$ cat config.mk
export PLATFORM = sky130hd
export DESIGN_NAME = uart_rx_sm
export DESIGN_NICKNAME = d
export VERILOG_FILES = /design/src/rtl/uart_pkg.sv /design/src/rtl/uart_rx_bit_sampler.sv /design/src/rtl/uart_rx_sm.sv
export SDC_FILE = /design/constraint.sdc
export NUM_CORES = 1
export LEC_CHECK = 0
export BUFFER_PORTS_ARGS = -buffer_cell sky130_fd_sc_hd__buf_2
export CORE_ASPECT_RATIO = 0.8
export CORE_MARGIN = 3
export CORE_UTILIZATION = 50
export DETAILED_ROUTE_END_ITERATION = 12
export GPL_TIMING_DRIVEN = 0
export MAX_ROUTING_LAYER = met4
export PLACE_DENSITY_LB_ADDON = 0.1
export SLEW_MARGIN = 20
export SYNTH_ARGS = -nofsm -noshare
export SYNTH_HDL_FRONTEND = slang
export SYNTH_SLANG_ARGS = --single-unit
$ cat constraint.sdc
create_clock -name clk -period 3.4 [get_ports clk]
set_input_delay 0.17 -clock clk [delete_from_list [all_inputs] [get_ports clk]]
set_output_delay 0.17 -clock clk [all_outputs]
set_load 0.005 [all_outputs]
$ cat src/rtl/uart_pkg.sv
// Shared UART definitions: receiver state encoding, frame geometry and the
// parity/majority helpers used by both the transmitter and the receiver.
package uart_pkg;

  localparam int DATA_BITS      = 8;
  localparam int DEF_OVERSAMPLE = 16;

  typedef enum logic [5:0] {
    ST_IDLE   = 6'b000001,
    ST_START  = 6'b000010,
    ST_DATA   = 6'b000100,
    ST_PARITY = 6'b001000,
    ST_STOP   = 6'b010000,
    ST_BREAK  = 6'b100000
  } rx_state_e;

  function automatic logic parity_of(input logic [DATA_BITS-1:0] d);
    return ^d;
  endfunction

  function automatic logic majority3(input logic a, input logic b, input logic c);
    return (a & b) | (a & c) | (b & c);
  endfunction

endpackage

$ cat src/rtl/uart_rx_bit_sampler.sv
// Line front end: 2-FF synchronizer, 3-sample history and the oversampling
// counter that marks the per-bit decision tick.
module uart_rx_bit_sampler
  import uart_pkg::*;
#(
  parameter int OVERSAMPLE = DEF_OVERSAMPLE
) (
  input  logic clk,
  input  logic reset,
  input  logic sample_en,
  input  logic serial_in,
  input  logic cnt_clr,
  output logic line_s,
  output logic bit_strobe,
  output logic bit_val
);

  localparam int              CW       = $clog2(OVERSAMPLE);
  localparam logic [CW-1:0]   CNT_LAST = CW'(OVERSAMPLE - 1);
  localparam logic [CW-1:0]   CNT_DEC  = CW'(OVERSAMPLE / 2 + 1);

  logic          sync1_r;
  logic          sync2_r;
  logic [1:0]    hist_r;
  logic [CW-1:0] os_cnt_r;

  // synchronizer runs every clock; idle line level is high
  always_ff @(posedge clk) begin
    if (reset) begin
      sync1_r <= 1'b1;
      sync2_r <= 1'b1;
    end else begin
      sync1_r <= serial_in;
      sync2_r <= sync1_r;
    end
  end

  // sample history and oversampling counter advance only on ticks
  always_ff @(posedge clk) begin
    if (reset) begin
      hist_r   <= 2'b11;
      os_cnt_r <= '0;
    end else if (sample_en) begin
      hist_r <= {hist_r[0], sync2_r};
      if (cnt_clr) begin
        os_cnt_r <= '0;
      end else if (os_cnt_r == CNT_LAST) begin
        os_cnt_r <= '0;
      end else begin
        os_cnt_r <= os_cnt_r + CW'(1);
      end
    end else begin
      hist_r   <= hist_r;
      os_cnt_r <= os_cnt_r;
    end
  end

  // hist_r holds the MID-1 and MID samples when the counter reaches MID+1
  assign line_s     = sync2_r;
  assign bit_strobe = sample_en & (os_cnt_r == CNT_DEC);
  assign bit_val    = majority3(hist_r[1], hist_r[0], sync2_r);

endmodule

$ cat src/rtl/uart_rx_sm.sv
// UART receiver: frames start/8 data/optional parity/stop from the sampled
// line and reports each byte with a one-clock data_valid pulse.
module uart_rx_sm
  import uart_pkg::*;
#(
  parameter int OVERSAMPLE = DEF_OVERSAMPLE
) (
  input  logic                 clk,
  input  logic                 reset,
  input  logic                 sample_en,
  input  logic                 parity_bit,
  input  logic                 serial_in,
  output logic [DATA_BITS-1:0] data_out,
  output logic                 data_valid,
  output logic                 parity_err,
  output logic                 frame_err,
  output logic                 uart_state
);

  localparam logic [2:0] LAST_BIT = 3'(DATA_BITS - 1);

  rx_state_e            state_r;
  logic [2:0]           bit_idx_r;
  logic [DATA_BITS-1:0] data_r;
  logic                 par_en_r;
  logic                 par_rx_r;
  logic                 line_s;
  logic                 bit_strobe_s;
  logic                 bit_val_s;
  logic                 cnt_clr_s;

  assign cnt_clr_s = (state_r == ST_IDLE) & ~line_s;

  uart_rx_bit_sampler #(.OVERSAMPLE(OVERSAMPLE)) u_sampler (
    .clk        (clk),
    .reset      (reset),
    .sample_en  (sample_en),
    .serial_in  (serial_in),
    .cnt_clr    (cnt_clr_s),
    .line_s     (line_s),
    .bit_strobe (bit_strobe_s),
    .bit_val    (bit_val_s)
  );

  // frame FSM with registered outputs; data_valid self-clears every clock
  always_ff @(posedge clk) begin
    if (reset) begin
      state_r    <= ST_IDLE;
      bit_idx_r  <= 3'd0;
      data_r     <= '0;
      par_en_r   <= 1'b0;
      par_rx_r   <= 1'b0;
      data_out   <= '0;
      data_valid <= 1'b0;
      parity_err <= 1'b0;
      frame_err  <= 1'b0;
      uart_state <= 1'b0;
    end else begin
      data_valid <= 1'b0;
      if (sample_en) begin
        case (state_r)
          ST_IDLE: begin
            if (!line_s) begin
              par_en_r   <= parity_bit;
              state_r    <= ST_START;
              uart_state <= 1'b1;
            end
          end
          ST_START: begin
            if (bit_strobe_s) begin
              if (bit_val_s) begin
                state_r    <= ST_IDLE;
                uart_state <= 1'b0;
              end else begin
                state_r   <= ST_DATA;
                bit_idx_r <= 3'd0;
              end
            end
          end
          ST_DATA: begin
            if (bit_strobe_s) begin
              data_r[bit_idx_r] <= bit_val_s;
              if (bit_idx_r == LAST_BIT) begin
                state_r <= par_en_r ? ST_PARITY : ST_STOP;
              end else begin
                bit_idx_r <= bit_idx_r + 3'd1;
              end
            end
          end
          ST_PARITY: begin
            if (bit_strobe_s) begin
              par_rx_r <= bit_val_s;
              state_r  <= ST_STOP;
            end
          end
          ST_STOP: begin
            if (bit_strobe_s) begin
              data_out   <= data_r;
              frame_err  <= ~bit_val_s;
              parity_err <= par_en_r & (par_rx_r != parity_of(data_r));
              data_valid <= 1'b1;
              // leave half a bit early so a back-to-back start edge is seen
              if (bit_val_s) begin
                state_r    <= ST_IDLE;
                uart_state <= 1'b0;
              end else begin
                state_r <= ST_BREAK;
              end
            end
          end
          ST_BREAK: begin
            if (line_s) begin
              state_r    <= ST_IDLE;
              uart_state <= 1'b0;
            end
          end
          default: begin
            state_r    <= ST_IDLE;
            uart_state <= 1'b0;
          end
        endcase
      end
    end
  end

endmodule
Word level (Yosys, flattened, before mapping)
Cells that the tools add are included.

ROM bits: 0. Register bits after elaboration: 39. Latch bits: 0. Memories kept: 0. Memory bits (writable): 0. Word-level logic and storage cells: 92. Output and inout port bits: 12. Input port bits: 5.

Equal/unequal tests: 21. $mul: 0. Reductions and logical operators: 13. Add/sub/neg operators: 2. Bitwise operators: 13. Multiplexer cells: 27. Shift-type cells: 0. Magnitude comparators: 2. Divide/modulo/power cells: 0.

Operator list (count): 6-bit 2-to-1 mux (8); 6-bit one-hot mux with 6 select lines (1); 2-bit inequality test (second input constant) (8); 3-bit 2-to-1 mux (5); 3-bit AND reduction (4); 6-bit AND reduction (2); 8-bit bitwise mux (1); 4-bit == test (second input constant) (2); 4-bit 2-to-1 mux (2); 8-bit AND reduction (1); 8-bit XOR reduction (1); 1-bit AND (6); 6-bit by 1-bit == test with 1-bit output (second input constant) (1); 6-bit by 2-bit == test with 1-bit output (second input constant) (1); 6-bit by 3-bit == test with 1-bit output (second input constant) (1); 6-bit by 4-bit == test with 1-bit output (second input constant) (1); 6-bit by 5-bit == test with 1-bit output (second input constant) (1); 6-bit == test (second input constant) (1); 1-bit 2-to-1 mux (6); 2-bit by 1-bit inequality test with 1-bit output (second input constant) (3); 3-bit one-hot mux with 2 select lines (1); 5-bit 2-to-1 mux (1); 1-bit inverter (5); 4-bit by 1-bit adder with 4-bit output (second input constant) (1); 12 further kinds (14).

Logic depth before layout (Yosys ltp)
Depth in word-level cells: 6. Mapped depth: 7.

By module
Synthesis repeated with hierarchy kept, for this count alone.

Cells, all modules: 211. Area, all modules: 1916.8 µm².

Modules (own cells, without submodules): uart_rx_sm (cells an instance 175, area each 1549.0 µm², instances 1, seq. area each 620.6 µm²); uart_rx_bit_sampler (cells an instance 36, area each 367.9 µm², instances 1, seq. area each 160.2 µm²).

Worst setup path before layout
No wires, ideal clock.

Path kind: register to register. From: reg state_r[1]. To: reg data_r[5]. Clock period less this slack: 1.959 ns. Stages on the path, launching flop included: 7. Slack: 1.441 ns. Data required time: 3.272 ns. Arrival: 1.831 ns. Cells stage by stage: dfxtp_1 > buf_6 > or4b_4 > or4_4 > nor3b_2 > mux2i_1 > nor2_1.

Word-level cells in the longest chain between the ends: 2.

Ends and longest elaborated chain: start: declaration (line uart_rx_sm.sv:22) `rx_state_e state_r;`; start signal: assignment (line uart_rx_sm.sv:84) `state_r <= par_en_r ? ST_PARITY : ST_STOP;`; 6-bit by 3-bit == test with 1-bit output (line uart_rx_sm.sv:61) `case (state_r)`; 3-bit AND reduction (no source line); end signal: indexed assignment (line uart_rx_sm.sv:82) `data_r[bit_idx_r] <= bit_val_s;`; end: declaration (line uart_rx_sm.sv:24) `logic [DATA_BITS-1:0] data_r;`.

Every way passes these cells. A chain may end at the register's enable or synchronous reset.

Worst setup path after layout
From: reg u_sampler.os_cnt_r[0]. To: reg data_r[6].

Word-level cells in the longest chain between the ends: 3.

Ends and longest elaborated chain: start: declaration (line uart_rx_bit_sampler.sv:25) `logic [CW-1:0] os_cnt_r;`; start signal: assignment (line uart_rx_bit_sampler.sv:50) `os_cnt_r <= os_cnt_r + CW'(1);`; start signal: assignment (line uart_rx_bit_sampler.sv:54) `os_cnt_r <= os_cnt_r;`; 4-bit == test (line uart_rx_bit_sampler.sv:60) `assign bit_strobe = sample_en & (os_cnt_r == CNT_DEC);`; 1-bit AND (line uart_rx_bit_sampler.sv:60); 3-bit AND reduction (no source line).

Every way passes these cells.

==> out/results.tsv <==
stage	metric	value	unit
synth	async_flop_share	0	%
routing	totalWireLength	4200	um
global_routing	grt_start_max_net_pins	13	
layout	area_growth	12.1	%
floorplanning	dieArea	0.00460	sq mm
setup_path	crit_path_start_kind	flip-flop	
power	p_leak	0.794	nW
synth	netlist_area	0.00191	sq mm
place	io_buffers	15	
synth	synth-simple-area-share	27.6	%
synth	synth.mux.area_fraction	6.89	%
synth	synth_top_family_by_area	simple AND/OR/NAND/NOR gates	
timing	fin_skew	0.00304	ns
synth	synth_fp_nets	224	
synth	synth-main-ff-cell	dfxtp_1	
layout	diodes	0	
timing	slew_viol_final	0	
clocking	ctsResizeCount	0	
synth	synthAdderAreaFrac	3.15	%
floorplanning	die_w	75.0	um
synth	synth-edff-count	0	
timing	finalHoldViolations	0	
clocking	clk_path_buf_depth	2	
synth	synth_top_area_cell	dfxtp_1	
setup_path	critPathMaxStageDelay	0.81	ns
setup_path	crit_family	simple AND/OR/NAND/NOR gates	
synth	yosysMostFrequentCell	dfxtp_1	
global_routing	grt-ovfl-total	0	
routing	wl_per_cell	15.0	um
floorplanning	core.rowCount	19	
layout	drive_gt1_share	18.1	%
synth	syn_inst	215	
timing	period_needed	2.28	ns
timing	final-setup-viol-count	0	
run	cap_viol_max_count	0	
power	powerDensity	424	mW/mm^2
floorplanning	start_util	53.8	%
setup_path	cp.required	3.57	ns
global_routing	grt_pass1_wl	7140	um
routing	ant_nets	0	
setup_path	crit_buf_inv	0	
timing	worst_slew_pin_slew	0.847	ns
timing	tns	0	ns
synth	synth_cell_type_count	48	
setup_path	timing.reg2reg.setup_slack	1.12	ns
setup_path	cp_slowest_cell	nor4_1	
clocking	htreeDepth	2	
clocking	postCtsHoldBufs	0	
synth	yosys-top-cells-count	dfxtp_1 (39), nand2_1 (28), a21oi_1 (20), nor2_1 (20), mux2i_1 (12)	
routing	routed_via_density	5.75	
clocking	clk_pin_slew_worst_paths	0.08	ns
layout	layout.nets	246	
timing	hold_ws	0.0533	ns
status	status	complete, no violations	
clocking	root_buffer	clkbuf_8	
layout	finish.utilization	60.4	%
global_routing	antenna_found_initial	0	
synth	synthTopCellsByArea	dfxtp_1 (41%), mux2i_1 (6.3%), nand2_1 (5.5%)	
place	place_hpwl	3020	um
setup_path	path_class	reg2reg	
synth	seq_area_frac_synth	40.9	%
routing	drc	0	
global_routing	grt_pass1_vias	1505	
timing	max_slew_margin	43.0	%
routing	drtIter0Drc	150	
floorplanning	coreArea	0.00354	sq mm
routing	route.vias.total	1610	
synth	synth_compound_area_share	11.8	%
setup_path	cp_max_fo	5	
routing	first_pass_iters	4	
clocking	cts_buffers	5	
clocking	clk_latency	0.29	ns
min_path	hold_path.class	in2reg	
setup_path	end_kind	flip-flop	
synth	yosysWarningCount	0	
setup_path	worstPathArrival	2.44	ns
synth	yosys_register_bits	39	
timing	rsz0062_at_grt	no	
synth	synth_top_area_share	40.9	%
clocking	cts_setup_buffers	0	
global_routing	grt_usage	21.3	%
power	ir_drop	0.000274	V
place	gp_congestion	0.850	
floorplanning	ios	17	
synth	synth_xor_area_share	4.86	%
floorplanning	die_h	61.2	um
setup_path	cp_cell_sequence	ha_1 -> nand4b_1 -> nor4_1 -> nand3_1 -> mux2i_1 -> nor2_1	
timing	post-route-period-util	67.0	%
timing	fmax	439	MHz
clocking	cts_tree	yes	
clocking	cts_sinks	39	
synth	syn_avg_cell_area	8.87	sq um
[cells in the final DEF (no fill, tap or decap), drive strengths merged, types with 2 or more instances in the layout]
| cell type | netlist | final |
|---|---|---|
| a211o | 2 | 2 |
| a211oi | 2 | 2 |
| a21oi | 20 | 20 |
| buf | 7 | 22 |
| clkbuf | 6 | 13 |
| dfxtp | 39 | 39 |
| ha | 4 | 4 |
| inv | 6 | 6 |
| mux2i | 12 | 12 |
| nand2 | 28 | 28 |
| nand2b | 2 | 2 |
| nand3 | 9 | 9 |
| nand3b | 4 | 4 |
| nand4b | 3 | 3 |
| nor2 | 20 | 20 |
| nor2b | 2 | 2 |
| nor3 | 5 | 5 |
| nor3b | 3 | 3 |
| nor4 | 3 | 3 |
| nor4b | 2 | 2 |
| o2111ai | 2 | 2 |
| o21ai | 5 | 5 |
| or2 | 3 | 3 |
| or4 | 4 | 4 |
| xnor2 | 7 | 7 |
[worst reg2reg max path, stage by stage, from the launching register on]
cell and delay [ns]:
dfxtp_1 0.39, ha_1 0.19, nand4b_1 0.26, nor4_1 0.81, nand3_1 0.22, mux2i_1 0.23, nor2_1 0.05
[where the power goes]
| group | total (mW) | internal (mW) | switching (mW) |
|---|---|---|---|
| combinational | 0.0821 | 0.0349 | 0.0472 |
| sequential | 0.475 | 0.466 | 0.00878 |
| clock | 0.350 | 0.185 | 0.165 |
| total | 0.906 | 0.685 | 0.221 |
[cell type report]
type	count	area [sq um]
Clock buffer	7	96.3
Sequential cell	39	781
Timing Repair Buffer	15	75.1
Clock inverter	1	7.51
Inverter	7	26.3
Buffer	13	65.1
Tap cell	42	52.6
Fill cell	319	1400
Multi-Input combinational cell	156	1030
[flip-flops by register name, indices dropped and copies added, names as in the netlist, 2 cells and up]
name	count
state_r	6
data_r	8
u_sampler.hist_r	2
data_out	8
bit_idx_r	3
u_sampler.os_cnt_r	4
[final timing paths]
check             cells past startpoint             startpoint                 to
setup reg to reg                      6  u_sampler.os_cnt_r[0]          data_r[6]
setup / recovery                      6  u_sampler.os_cnt_r[0]          data_r[6]
hold / removal                        2              serial_in  u_sampler.sync1_r
hold reg to reg                       1      u_sampler.sync1_r   u_sampler.line_s
[through the flow]
step	instances	power (mW)	area [sq um]	setup WS (ns)
CTS	280	0.910	2140	1.11
detailed placement	272	0.566	2030	1.23
floorplan	215	0.545	1910	1.44
finish	280	0.906	2140	1.12
global route	280	0.944	2140	0.938
global placement	272	0.563	2030	1.33
[cell families after synthesis]
group / after synthesis
buf+inv: 20
xor+xnor: 9
simple gates: 93
flops: 39
compound gates: 36
mux: 13
fa+ha+maj: 5
[metal layers]
layer / vias up / global-route usage [%] / part of all wire (%)
li1: 802 / - / -
met1: 766 / 29.7 / 50
met2: 39 / 31.3 / 45
met3: 3 / 4.57 / 5.2
met4: 0 / 5.84 / 0.43
met5: - / - / 0
Power figures use the tool's default switching activity.
